$ cat src/rtl/vec_result_writeback.sv
// Splits a 16x64-bit widened ALU result into low/high 512-bit register-file writes.
// Optional macro SAT_NARROW_EN: single-beat signed saturate-narrow writeback.
module vec_result_writeback #(
  parameter int LANES  = 16,
  parameter int LANE_W = 32,
  parameter int ADDR_W = 2
) (
  input  logic                       clk,
  input  logic                       rst,
  input  logic                       in_valid,
  output logic                       in_ready,
  input  logic [2*LANES*LANE_W-1:0]  in_data,
  input  logic [ADDR_W-1:0]          in_dst_lo,
  input  logic [ADDR_W-1:0]          in_dst_hi,
  input  logic                       in_narrow,
  output logic                       rf_we,
  output logic [ADDR_W-1:0]          rf_waddr,
  output logic [LANES*LANE_W-1:0]    rf_wdata,
  output logic                       busy,
  output logic                       wb_done
);

  localparam int RES_W  = 2 * LANES * LANE_W;
  localparam int WORD_W = LANES * LANE_W;
  localparam int WIDE_W = 2 * LANE_W;

  typedef enum logic [1:0] {
    IDLE  = 2'd0,
    WR_LO = 2'd1,
    WR_HI = 2'd2
  } state_t;

  state_t              state_q, state_d;
  logic [RES_W-1:0]    cap_q, cap_d;
  logic [ADDR_W-1:0]   dst_lo_q, dst_lo_d;
  logic [ADDR_W-1:0]   dst_hi_q, dst_hi_d;
  logic                narrow_q, narrow_d;
  logic                transfer;
  logic [WORD_W-1:0]   lo_word;
  logic [WORD_W-1:0]   hi_word;
  logic [WORD_W-1:0]   sat_word;

  // Ready is a function of registered state only, never of in_valid.
  always_comb begin
    in_ready = (state_q == IDLE) || (state_q == WR_HI);
`ifdef SAT_NARROW_EN
    if ((state_q == WR_LO) && narrow_q) begin
      in_ready = 1'b1;
    end
`endif
  end

  assign transfer = in_valid && in_ready;
  assign busy     = (state_q != IDLE);

  // Capture registers change only on an accepted transfer.
  assign cap_d    = transfer ? in_data   : cap_q;
  assign dst_lo_d = transfer ? in_dst_lo : dst_lo_q;
  assign dst_hi_d = transfer ? in_dst_hi : dst_hi_q;

`ifdef SAT_NARROW_EN
  assign narrow_d = transfer ? in_narrow : narrow_q;
`else
  logic unused_narrow;
  assign narrow_d      = 1'b0;
  assign unused_narrow = in_narrow ^ narrow_q;
`endif

  genvar gi;
  generate
    for (gi = 0; gi < LANES; gi++) begin : g_lane
      logic [WIDE_W-1:0] lane;
      logic              in_range;

      assign lane = cap_q[WIDE_W*gi +: WIDE_W];
      assign lo_word[LANE_W*gi +: LANE_W] = lane[LANE_W-1:0];
      assign hi_word[LANE_W*gi +: LANE_W] = lane[WIDE_W-1:LANE_W];

      // Fits in LANE_W signed bits iff the top LANE_W+1 bits are all equal.
      assign in_range = (&lane[WIDE_W-1:LANE_W-1]) || ~(|lane[WIDE_W-1:LANE_W-1]);

      always_comb begin
        if (in_range) begin
          sat_word[LANE_W*gi +: LANE_W] = lane[LANE_W-1:0];
        end else if (lane[WIDE_W-1]) begin
          sat_word[LANE_W*gi +: LANE_W] = {1'b1, {(LANE_W-1){1'b0}}};
        end else begin
          sat_word[LANE_W*gi +: LANE_W] = {1'b0, {(LANE_W-1){1'b1}}};
        end
      end
    end
  endgenerate

  always_comb begin
    state_d  = state_q;
    rf_we    = 1'b0;
    rf_waddr = '0;
    rf_wdata = '0;
    wb_done  = 1'b0;
    case (state_q)
      IDLE: begin
        if (transfer) begin
          state_d = WR_LO;
        end
      end
      WR_LO: begin
        rf_we    = 1'b1;
        rf_waddr = dst_lo_q;
        rf_wdata = lo_word;
        state_d  = WR_HI;
`ifdef SAT_NARROW_EN
        if (narrow_q) begin
          rf_wdata = sat_word;
          wb_done  = 1'b1;
          state_d  = transfer ? WR_LO : IDLE;
        end
`endif
      end
      WR_HI: begin
        rf_we    = 1'b1;
        rf_waddr = dst_hi_q;
        rf_wdata = hi_word;
        wb_done  = 1'b1;
        state_d  = transfer ? WR_LO : IDLE;
      end
      default: begin
        state_d = IDLE;
      end
    endcase
  end

`ifndef SAT_NARROW_EN
  logic [WORD_W-1:0] unused_sat;
  assign unused_sat = sat_word;
`endif

  always_ff @(posedge clk) begin
    if (rst) begin
      state_q  <= IDLE;
      cap_q    <= '0;
      dst_lo_q <= '0;
      dst_hi_q <= '0;
      narrow_q <= 1'b0;
    end else begin
      state_q  <= state_d;
      cap_q    <= cap_d;
      dst_lo_q <= dst_lo_d;
      dst_hi_q <= dst_hi_d;
      narrow_q <= narrow_d;
    end
  end

endmodule

$ cat config.mk
export PLATFORM = sky130hd
export DESIGN_NAME = vec_result_writeback
export DESIGN_NICKNAME = d
export VERILOG_FILES = /design/src/rtl/vec_result_writeback.sv
export SDC_FILE = /design/constraint.sdc
export NUM_CORES = 2
export LEC_CHECK = 0
export CAP_MARGIN = 40
export CORE_AREA = 4 4 603 605
export CTS_BUF_LIST = sky130_fd_sc_hd__clkbuf_4 sky130_fd_sc_hd__clkbuf_8
export DETAILED_ROUTE_END_ITERATION = 8
export DIE_AREA = 0 0 607 609
export PLACE_DENSITY = 0.42
export SETUP_SLACK_MARGIN = 0.3
export SLEW_MARGIN = 20
export SYNTH_ARGS = -nofsm -noshare
export SYNTH_HDL_FRONTEND = slang
export SYNTH_SLANG_ARGS = --single-unit
$ cat constraint.sdc
create_clock -name clk -period 1.83 [get_ports clk]
set_input_delay 0.183 -clock clk [delete_from_list [all_inputs] [get_ports clk]]
set_output_delay 0.183 -clock clk [all_outputs]
set_load 0.01 [all_outputs]
# Yosys cells after proc, flatten, opt, wreduce, memory -nomap -nowiden
# Index checks and enable logic that the tools add are counted.
[word_totals] reg_bits=1030 input_bits=1032 word_cells=19 output_inout_bits=518
[classes] n_reduce_logical=5 eq_ne=3 n_mux=7
[op_table] operator="$pmux W512 S2" n=1
[op_table] operator="$pmux W2 S3" n=1
[op_table] operator="$pmux W2 S2" n=1
[op_table] operator="$mux W1" n=3
[op_table] operator="$eq A2 B1 Y1 const B" n=1
[op_table] operator="$eq A2 B2 Y1 const B" n=1
[op_table] operator="$logic_not A2 Y1" n=1
[op_table] operator="$mux W2" n=1
[op_table] operator="$ne A2 B2 Y1 const B" n=1
[op_table] operator="$reduce_bool A2 Y1" n=1
[op_table] operator="$reduce_or A2 Y1" n=1
[op_table] operator="$logic_and A1 B1 Y1" n=1
[op_table] operator="$logic_or A1 B1 Y1" n=1

# Logic depth before layout (Yosys ltp)
[logic_depth] depth_word=5 depth_mapped=9 ltp_nobuf=5

# Worst setup path after synthesis
# Ideal clock, no wire load.
[synth_timing] kind="register -> output" from="register state_q[0]" to="output rf_wdata[100]" path_slack_ns=-0.150 arrival_time_ns=1.797 path_stages_with_launch=7 required_ns=1.647 n_path_buf=3 path_cell_list="dfxtp_1 > inv_1 > ha_1 > clkbuf_1 > buf_1 > clkbuf_1 > nor2b_1"
[synth_via] elab_chain_cells=2 elab_cells_between_ends=3 classes_between="eq/ne: 2; mux: 1"
[synth_lines] element="start, declared" line_no="33" text="state_t state_q, state_d;"
[synth_lines] element="start signal, assigned" line_no="145" text="state_q <= state_d;"
[synth_lines] element="$eq A2 B2 Y1 or $eq A2 B1 Y1 (tied branches)" line_no="100" text="case (state_q)"
[synth_lines] element="$pmux W512 S2 (*)" line_no="100"
[synth_lines] element="end, declared" line_no="18" text="output logic [LANES*LANE_W-1:0] rf_wdata,"
# Mark *: on every way between the ends. The rest lies on a longest branch, timed or not.

# Worst setup path after layout
[layout_timing] from="register state_q[1]" to="output rf_wdata[333]"
# The elaborated chain is that of the path after synthesis.

==> out/summary.txt <==
Vias per inst: 3.93
Vias in the first global route: 53800
H-tree depth: 4
CP top delay family: buffers and inverters
Num CTS Buffers: 205
Hold Crit Class: in -> reg
Largest net degree at the start of global routing: 91
DRT Pass-1 Iters: 7
Final setup margin: -1.58 ns
Most instantiated cells after synthesis: 2056 x nand2_1, 1030 x dfxtp_1, 1029 x a21oi_1
DIE HEIGHT: 609 um
DP Area: 0.0692 mm^2
Final setup viols: 1548
Yosys cell types: 20
EDFF count, synth: 0
Share of layout cells above drive strength 1: 0.217
Largest cells by area after synthesis: dfxtp_1 48%, nand2_1 18%, a21oi_1 12%
CP cell instances: inv_6, ha_4, buf_16, buf_4, buf_16, a22oi_1, nor2b_2, clkdlybuf4s50_1
Critical Path Most Common Cell: buf_16
Worst-path clk slew: 0.06 ns
Synth async-reset ratio: 0
Clock sink count: 1030
Final Power: 75.5 mW
Num ports: 1550
Fmax: 293 MHz
Worst Path Required: 1.65 ns
Syn Nets: 6717
CORE AREA: 0.358 mm^2
Post-Syn Area per Cell: 7.59 um^2
Die area: 0.370 mm^2
Filler cell count: 38800
Maximum vdd drop: 0.000557 V
Maxcap violations: 0
Relative max-transition margin: 0.458
Fin. Hold Viols: 0
PortBufs: 1548
First-pass GRT wire length: 432 mm
Flop and latch count out of synthesis: 1030
Main synth FF type: dfxtp_1
Crit start category: register
Grt ovf: 0
Clk_skew: 0.109 ns
Global Route Usage Sum: 0.165
Drt total wl: 325 mm
CTS max path bufs: 4
Avg WL per Cell: 24.1 um
Initial core utilization: 0.120
CTS tree: built
Mapped Area: 0.0431 mm^2
Initial DRC Count: 3936
Worst Setup End Kind: output port
Clock tree root buffer cell: clkbuf_8
Final core utilization: 0.242
Min Clock Period, post-route: 3.41 ns
Via Count: 52900
DIE WIDTH: 607 um
Finished Cell Area: 0.0866 mm^2
Nets@finish: 9520
PwrDens: 872 mW/mm^2
Mapped Cells: 5678
Max stage delay on crit path: 0.51 ns
Final worst path period share: 1.86
Failing checks: negative setup slack
RePlAce Congestion: 0.947
Leak Pwr: 31.0 nW
Warnings, synthesis: 0
CP max FO: 12
Clock insertion delay at the later pin of the skew report: 0.98 ns
Top cell type's share of synthesized area: 0.478
CP max stage cell: clkdlybuf4s50_1
Synth-to-Final Area Change: 101%
Initial antenna violation count: 64
Cell accounting for the most synthesized area: dfxtp_1
Fin. max-slew vios: 0
Setup CP Type: reg -> out
HPWL Detailed: 255 mm
Antenna Nets Post-Route: 0
Cell with the most instances after synthesis: nand2_1
Sequential share of the synthesized area: 0.478
DRC Markers: 0
Row cnt: 220
Buffers & Inverters on Critical Path: 5
WP data arrival: 3.23 ns
Status: complete, but fails checks
Worst-margin pin slew: 0.814 ns
RSZ-0062 raised after global routing: yes
[worst register-to-register path, delay by kind of cell (launching register included)]
family                   cells  cell delay, ns
buffers and inverters       10            1.68
adder cells (fa/ha/maj)      1            0.17
AO/OA/AOI/OAI                2            0.38
flip-flops                   1            0.39
AND/OR/NAND/NOR              1            0.07
[sequential cells by signal (all words and copies together) (netlist names)]
name,cells
state_q,2
dst_hi_q,2
cap_q,1024
dst_lo_q,2
[logic make-up after synthesis]
| family | after synthesis | synth area share |
|---|---|---|
| AND/OR/NAND/NOR | 2576 | 0.254 |
| buffers and inverters | 518 | 0.0554 |
| AO/OA/AOI/OAI | 1547 | 0.210 |
| flip-flops | 1030 | 0.478 |
| adder cells (fa/ha/maj) | 7 | 0.00203 |
[what timing repair did]
item                                    4_1_cts  5_1_grt
pin swaps                                    34       46
endpoints found under the setup margin     1548     1548
endpoints found under the hold margin      1030        0
hold buffers                               1028        0
buffers inserted                             33       45
resized for setup                           424      417
gates cloned                                 23       14
[cells in the final DEF, fill, tap and decap left out, types with 4 or more instances in the layout]
cell type        count
buf_8               12
clkinvlp_4           6
clkbuf_2            46
dlygate4sd2_1       63
dfxtp_1           1028
buf_12             160
clkdlybuf4s50_1   1220
clkbuf_8           264
buf_16              40
buf_4              358
a22oi_2            262
buf_2               41
buf_6               57
a22oi_1            252
diode_2             48
dlygate4sd3_1     1028
a21oi_1           1029
nor2b_4             39
nor2b_2            422
clkbuf_4            53
clkinv_2            26
bufbuf_16            8
nand2_1           2056
dlymetal6s2s_1      23
clkdlybuf4s15_2     42
nor2b_1             53
clkbuf_16           13
ha_1                 4
[path summary, 6_finish.rpt]
path | start | endpoint | slack, ns | cells after the start
hold reg to reg | cap_q[511]$_SDFFE_PP0P_ | cap_q[511]$_SDFFE_PP0P_ | 0.45 | 2
setup / recovery | state_q[1]$_SDFFE_PP0P_ | rf_wdata[333] | -1.58 | 8
setup reg to reg | state_q[0]$_SDFFE_PP0P_ | cap_q[503]$_SDFFE_PP0P_ | -1.05 | 14
hold / removal | in_data[776] | cap_q[776]$_SDFFE_PP0P_ | 0.23 | 3
[metal layers]
metal  vias up  global-route usage  wire length (um)
met1     25800               0.200            134000
met5         -                   0               150
met3       552              0.0298             18000
met2      1961               0.282            156000
li1      24600                   -                 -
met4        26              0.0728             16500
[area by class of cell]
| class | instances | area (um^2) | area share |
|---|---|---|---|
| Tap cell | 4773 | 5970 | 0.0689 |
| Antenna cell | 48 | 120 | 0.00139 |
| Sequential cell | 1030 | 20600 | 0.238 |
| Clock buffer | 317 | 4030 | 0.0465 |
| Inverter | 3 | 21.3 | 0.000246 |
| Multi-Input combinational cell | 4130 | 22800 | 0.263 |
| Clock inverter | 45 | 405 | 0.00468 |
| Timing Repair Buffer | 3111 | 32600 | 0.377 |
[report_power, final]
group	switching (mW)	leakage, nW	internal, mW
clock	11.5	2.35	14.5
combinational	11.7	20.2	11.3
sequential	1.89	8.47	24.7
[through the flow]
stage	hold WS (ns)	instances	setup slack, ns	setup TNS (ns)
CTS	0.0603	13400	-1.78	-1606.91
finish	0.226	13500	-1.58	-1538.84
detailed placement	0.447	11900	-0.953	-655.71
global route	0.147	13400	-1.72	-1744.28
floorplan	0.319	5678	0.249	0
global placement	0.439	11900	-0.978	-647.41
No activity file was read; power rests on OpenSTA's default activity.
